--- src/rtl/pipeline_controller.sv ---
// -----------------------------------------------------------------------------
// pipeline_controller
//
// Control unit for the 3-stage (IF / ID+EX / MEM+WB) pipeline. Decodes the
// instruction held in IF_ID, drives the execute-stage ALU and branch controls,
// registers the MEM/WB controls alongside EX_MEM, flushes IF_ID on taken
// branches and halts on an illegal instruction or ECALL.
//
// Ports:
//   clk          in   rising-edge clock
//   rst          in   asynchronous, active-low reset
//   inst_control in   [6:0] opcode of the decode-stage instruction
//   inst_alu     in   [9:0] {funct7, funct3} of the decode-stage instruction
//   zero_flag    in   ALU zero result, same cycle
//   alu_op       out  [3:0] ALU operation (combinational)
//   alu_src      out  1 selects the immediate (combinational)
//   sel          out  1 makes next PC the branch target (combinational)
//   flush        out  clears IF_ID at the next edge (combinational)
//   regwq, memwq, memrq, mem2regq  out  registered MEM/WB controls
//   halted       out  registered, 1 while in HALT
//   cycle_cnt, retire_cnt [31:0], flush_cnt [15:0]  out  performance
//                counters, present only when PERF_CNT_EN is defined
//
// Build option: define PERF_CNT_EN to add the performance counters.
// -----------------------------------------------------------------------------
module pipeline_controller (
    input  logic        clk,
    input  logic        rst,
    input  logic [6:0]  inst_control,
    input  logic [9:0]  inst_alu,
    input  logic        zero_flag,
    output logic [3:0]  alu_op,
    output logic        alu_src,
    output logic        sel,
    output logic        flush,
    output logic        regwq,
    output logic        memwq,
    output logic        memrq,
    output logic        mem2regq,
`ifdef PERF_CNT_EN
    output logic        halted,
    output logic [31:0] cycle_cnt,
    output logic [31:0] retire_cnt,
    output logic [15:0] flush_cnt
`else
    output logic        halted
`endif
);

    typedef enum logic [1:0] {
        ST_FILL = 2'b00,
        ST_RUN  = 2'b01,
        ST_HALT = 2'b10
    } state_t;

    localparam logic [6:0] OPC_R      = 7'b0110011;
    localparam logic [6:0] OPC_I      = 7'b0010011;
    localparam logic [6:0] OPC_LOAD   = 7'b0000011;
    localparam logic [6:0] OPC_STORE  = 7'b0100011;
    localparam logic [6:0] OPC_BRANCH = 7'b1100011;
    localparam logic [6:0] OPC_ECALL  = 7'b1110011;

    localparam logic [3:0] ALU_AND = 4'b0000;
    localparam logic [3:0] ALU_OR  = 4'b0001;
    localparam logic [3:0] ALU_ADD = 4'b0010;
    localparam logic [3:0] ALU_XOR = 4'b0011;
    localparam logic [3:0] ALU_SLL = 4'b0100;
    localparam logic [3:0] ALU_SRL = 4'b0101;
    localparam logic [3:0] ALU_SUB = 4'b0110;
    localparam logic [3:0] ALU_SRA = 4'b0111;
    localparam logic [3:0] ALU_SLT = 4'b1000;

    state_t     state;
    logic       flush_q;

    logic [2:0] funct3;
    logic       funct7_b5;
    logic       unused_funct7;

    logic       op_r, op_i, op_load, op_store, op_branch, op_ecall, op_legal;
    logic [3:0] alu_op_dec;
    logic       alu_src_dec;
    logic       taken;
    logic       ex_valid;
    logic       halt_req;
    logic       wr_en;

    assign funct3        = inst_alu[2:0];
    assign funct7_b5     = inst_alu[8];
    assign unused_funct7 = ^{inst_alu[9], inst_alu[7:3]};

    assign op_r      = (inst_control == OPC_R);
    assign op_i      = (inst_control == OPC_I);
    assign op_load   = (inst_control == OPC_LOAD);
    assign op_store  = (inst_control == OPC_STORE);
    assign op_branch = (inst_control == OPC_BRANCH);
    assign op_ecall  = (inst_control == OPC_ECALL);
    assign op_legal  = op_r | op_i | op_load | op_store | op_branch | op_ecall;

    // funct3 -> ALU operation; funct7[5] picks SUB only for R-type, SRA for both.
    always_comb begin
        alu_op_dec  = ALU_AND;
        alu_src_dec = 1'b0;
        if (op_r || op_i) begin
            alu_src_dec = op_i;
            case (funct3)
                3'b000:  alu_op_dec = (op_r && funct7_b5) ? ALU_SUB : ALU_ADD;
                3'b001:  alu_op_dec = ALU_SLL;
                3'b010:  alu_op_dec = ALU_SLT;
                3'b011:  alu_op_dec = ALU_SLT;
                3'b100:  alu_op_dec = ALU_XOR;
                3'b101:  alu_op_dec = funct7_b5 ? ALU_SRA : ALU_SRL;
                3'b110:  alu_op_dec = ALU_OR;
                default: alu_op_dec = ALU_AND;
            endcase
        end else if (op_load || op_store) begin
            alu_op_dec  = ALU_ADD;
            alu_src_dec = 1'b1;
        end else if (op_branch) begin
            alu_op_dec  = ALU_SUB;
            alu_src_dec = 1'b0;
        end
    end

    assign taken = op_branch &
                   (((funct3 == 3'b000) & zero_flag) |
                    ((funct3 == 3'b001) & ~zero_flag));

    // The slot after a flush holds a squashed instruction.
    assign ex_valid = (state == ST_RUN) & ~flush_q;
    assign halt_req = ex_valid & (op_ecall | ~op_legal);
    assign wr_en    = ex_valid & ~halt_req;

    // alu_op/alu_src are forced low while reset is held.
    assign alu_op  = rst ? alu_op_dec : '0;
    assign alu_src = rst & alu_src_dec;
    assign sel     = ex_valid & taken;
    assign flush   = (state == ST_HALT) | (ex_valid & taken);

    always_ff @(posedge clk or negedge rst) begin
        if (!rst) begin
            state    <= ST_FILL;
            flush_q  <= 1'b0;
            regwq    <= 1'b0;
            memwq    <= 1'b0;
            memrq    <= 1'b0;
            mem2regq <= 1'b0;
            halted   <= 1'b0;
        end else begin
            flush_q  <= flush;
            regwq    <= wr_en & (op_r | op_i | op_load);
            memwq    <= wr_en & op_store;
            memrq    <= wr_en & op_load;
            mem2regq <= wr_en & op_load;
            case (state)
                ST_FILL: state <= ST_RUN;
                ST_RUN: begin
                    if (halt_req) begin
                        state  <= ST_HALT;
                        halted <= 1'b1;
                    end
                end
                ST_HALT: halted <= 1'b1;
                default: state <= ST_FILL;
            endcase
        end
    end

`ifdef PERF_CNT_EN
    always_ff @(posedge clk or negedge rst) begin
        if (!rst) begin
            cycle_cnt  <= '0;
            retire_cnt <= '0;
            flush_cnt  <= '0;
        end else begin
            cycle_cnt <= cycle_cnt + 32'd1;
            if (ex_valid && op_legal && !op_ecall)
                retire_cnt <= retire_cnt + 32'd1;
            if (ex_valid && taken)
                flush_cnt <= flush_cnt + 16'd1;
        end
    end
`endif

endmodule
--- config.mk ---
export PLATFORM = sky130hd
export DESIGN_NAME = pipeline_controller
export DESIGN_NICKNAME = d
export VERILOG_FILES = /design/src/rtl/pipeline_controller.sv
export SDC_FILE = /design/constraint.sdc
export NUM_CORES = 1
export LEC_CHECK = 0
export CAP_MARGIN = 40
export CORE_MARGIN = 2
export CORE_UTILIZATION = 29
export DETAILED_ROUTE_END_ITERATION = 7
export PLACE_DENSITY = 0.72
export SYNTH_ARGS = -nofsm -noshare
export SYNTH_HDL_FRONTEND = slang
export SYNTH_SLANG_ARGS = --single-unit
--- constraint.sdc ---
create_clock -name clk -period 0.8 [get_ports clk]
set_input_delay 0.08 -clock clk [delete_from_list [all_inputs] [get_ports clk]]
set_output_delay 0.08 -clock clk [all_outputs]
set_load 0.1 [all_outputs]
==> results by stage <==
Power and ir drop:
- The power per cell area is 1520 nW/um2.
- The design draws 0.00187 W.
- The static leakage power is approximately 0.53 nW.
- The maximum resistive drop on vdd is roughly 1300 uV.

STA:
- Setup repair after global routing could not meet its margin everywhere.
- The post-route clock skew is between 0.007 and 0.008 ns.
- The highest attainable clock frequency is 735 MHz.
- The count of final hold-check violations is 0.
- The max-slew headroom at the worst pin is 83.1%.
- Dividing the final minimum period by the clock period gives 170%.
- For the pin with the worst max-slew slack, the measured transition is between 0.2 and 0.3 ns.
- Once routing completed, OpenROAD measured the worst setup slack at -0.561 ns.
- After layout, the minimum clock period comes to about 1.4 ns.
- The number of max-slew violations in the final report is 0.
- The number of failing setup endpoints in the final timing report is 19.

Synthesis:
- The proportion of synthesized flip-flops having asynchronous set or reset is 100%.
- The simple-gate share of the synthesized area is ~35%.
- The synthesized area per cell is about 10 um2.
- The total nets after synthesis is 65.
- The multiplexer area fraction after synthesis is 0%.
- The leading register cell type out of synthesis is dfrtp_1.
- The sequential share of the synthesized area is ~40%.
- After synthesis the netlist holds a flip-flop and latch count of 7.
- The cell area after technology mapping is between 400 and 500 um2.
- Yosys printed 0 warnings.
- Yosys mapped a number of flops with a built-in enable equal to 0.
- The XOR/XNOR share of the synthesized area is approximately 2%.
- Of the total synthesized cell area, the portion taken by full adders, half adders and majority gates is 0%.
- The count of mapped cells out of synthesis is 45.
- The share of the synthesized area in compound gates (AO/OA/AOI/OAI) is approximately a fifth.
- The largest family of logic cells by synthesized area is simple AND/OR/NAND/NOR gates.
- Yosys mapped the design onto 28 distinct sky130hd cell types.

Floorplanning:
- The full die area is 1840 um2.
- The initial utilization of the core area, before any placement, comes to around 30%.
- The die width is around 43 um.
- Row generation in the floorplan step produced 14 rows.
- The die outline height is approximately 43 um.
- The top-level I/O count is 32.
- The total area inside the core boundary comes to ~1500 um2.

GRT:
- The total routing usage reported by global routing is between 10% and 20%.
- The initial antenna violation count is 0.
- The total overflow reported by the global router is 0.
- The via count of the first global-routing pass is 600.
- Entering global routing, the biggest net connects 8 pins.
- The first global-routing pass estimated ~2700 um of wire.

Placed design:
- Counting tap cells, the placed design contains a total of 95 instances.
- The count of buffers added on input and output ports is 25.
- The HPWL after detailed placement is 1160 um.
- The congestion estimate from routability-driven global placement came to roughly 0.7.
- The post-place setup slack is -0.772 ns.
- After detailed placement, the total cell area comes to 995 um2.

Worst setup path:
- Among all stages on the critical path, the largest delay is contributed by dfrtp_1.
- The worst setup path is launched from a register.
- At the worst endpoint, the required time is approximately 0.7 ns.
- The path type of the worst setup path is register to output pin.
- The largest driver fanout on the critical path is 3.
- The endpoint kind of the worst setup timing path is an output pin.
- On the worst path, the slowest cell contributes a delay of around 0.41 ns.
- For the worst setup path, the data arrival time is around 1.3 ns.
- The worst-case register-to-register setup slack is -0.39 ns.
- Traced cell by cell, the critical path runs through nor2_4 -> nand3_4 -> o21ai_4 -> buf_12.

CTS:
- Clock latency on the worst-skew pair, taken at its later pin, is around 0.26 ns.
- Clock-pin slew was measured on the worst setup and hold paths at around 0.060 ns.
- TritonCTS built the clock tree.
- The number of buffers created by CTS is 3.
- CTS saw 7 sinks.
- In this run the deepest clock path goes through 2 buffers.
- The H-tree level count is 1.
- The number of buffers inserted by hold repair at cts is 0.
- The cell chosen for the clock root is clkbuf_4.

Run:
- The reported max-cap violation count is 0.

Route:
- The average via count per standard cell is 4.97.
- In the final routed layout, each cell accounts on average for between 15 and 20 um.
- The violation count after the first detailed-route iteration is 4.
- The pre-antenna-repair detailed-routing pass consisted of 2 iterations.
- The count of nets left with antenna violations once routing finished came out at 0.
- The routed layout has around 550 vias.
- The DRC violation count after routing is 0.
- The final layout contains routed wiring with a total length of around 1800 um.

Finish:
- After filler insertion, the fill cell instance count of the layout stands at 81.
- The total number of nets in the final design is 115.
- The final core utilization is a little over four fifths.
- 0 antenna diodes ended up in the layout.
- The finished cells cover between 1000 and 1500 um2.
- In the final layout, the share of cells above drive strength 1 is between 70 and 80%.
- The final cell count without fillers is 110.
- The synthesis-to-layout area growth is 181%.

Status:
- The checks that failed: setup timing.
- The run finished, with violations left.

Min path:
- In this run the worst hold path is classified as input pin to async pin.
kinds of logic after synthesis:
| family | after synthesis |
|---|---|
| xor gates and xnor gates | 1 |
| and+or+nand+nor | 22 |
| DFF | 7 |
| AOI/OAI and AO/OA | 11 |
| buffers and inverters | 4 |
worst max-delay path: cells and delay by family, from the launching register on:
family,cells,cell delay (ns)
AOI/OAI and AO/OA,1,0.17
and+or+nand+nor,2,0.24
DFF,1,0.41
buffers and inverters,1,0.19
what timing repair did:
item,CTS,global route
setup endpoints to repair,19,19
gates cloned,0,0
gates resized for setup,52,9
pin swaps,17,11
buffers inserted,7,5
final timing paths:
check	startpoint	end	cells past startpoint
max	state[1]$_DFFE_PN0P_	flush	4
min	rst	halted$_DFFE_PN0P_	2
max in group asynchronous	rst	mem2regq$_DFF_PN0_	2
min reg2reg	flush_q$_DFF_PN0_	state[1]$_DFFE_PN0P_	3
min in group clk	inst_alu[2]	flush_q$_DFF_PN0_	4
max reg2reg	state[1]$_DFFE_PN0P_	mem2regq$_DFF_PN0_	5
routing by layer:
layer  track usage, %  vias up  part of all wire (%)
met5                0        -                     0
met4             7.50        0                   2.7
met3             3.40        4                   3.8
met2             37.3       22                    57
met1             21.3      261                    36
li1                 -      260                     -
placed cells by master (no fill, tap or decap), types with 3 or more instances in the layout:
| cell type | instances |
|---|---|
| buf_12 | 14 |
| buf_4 | 13 |
| buf_6 | 9 |
| buf_2 | 4 |
| clkbuf_4 | 3 |
| dfrtp_1 | 3 |
cells in the mapped netlist, drive strengths merged, types with 2 or more instances:
cell / number / area (um2)
dfrtp: 7 / 175
nand2: 4 / 15.0
nor2: 4 / 15.0
o21ai: 3 / 15.0
a211oi: 2 / 20.0
a21oi: 2 / 10.0
buf: 2 / 12.5
inv: 2 / 7.51
nand2b: 2 / 12.5
nand3: 2 / 15.0
nor3: 2 / 10.0
nor3b: 2 / 20.0
area by class of cell:
type | instances | area, um2 | share of cell area [%]
Clock buffer | 4 | 26.3 | 2.14
Timing Repair Buffer | 47 | 567 | 46.1
Inverter | 2 | 7.51 | 0.610
Multi-Input combinational cell | 34 | 424 | 34.5
Tap cell | 16 | 20.0 | 1.63
Sequential cell | 7 | 185 | 15.1
power breakdown:
part	internal [W]	total (W)	switching, W
logic	0.000499	0.00102	0.000519
registers	0.000432	0.000520	0.0000880
clock network	0.000191	0.000337	0.000145
total	0.00112	0.00187	0.000752
through the flow:
| stage | hold WS [ns] | TNS [ns] |
|---|---|---|
| 6_report | 0.0303 | -5.58 |
| 5_1_grt | 0.0638 | -6.14 |
| 4_1_cts | 0.0383 | -5.66 |
| 3_5_place_dp | 0.541 | -9.32 |
| 3_3_place_gp | 0.533 | -8.98 |
| 2_1_floorplan | -0.216 | -5.04 |
state kept, by name (all words and copies together), names as in the netlist:
name,cells
mem2regq,1
halted,1
regwq,1
memwq,1
state,2
flush_q,1
No activity file was read; power rests on OpenSTA's default activity.
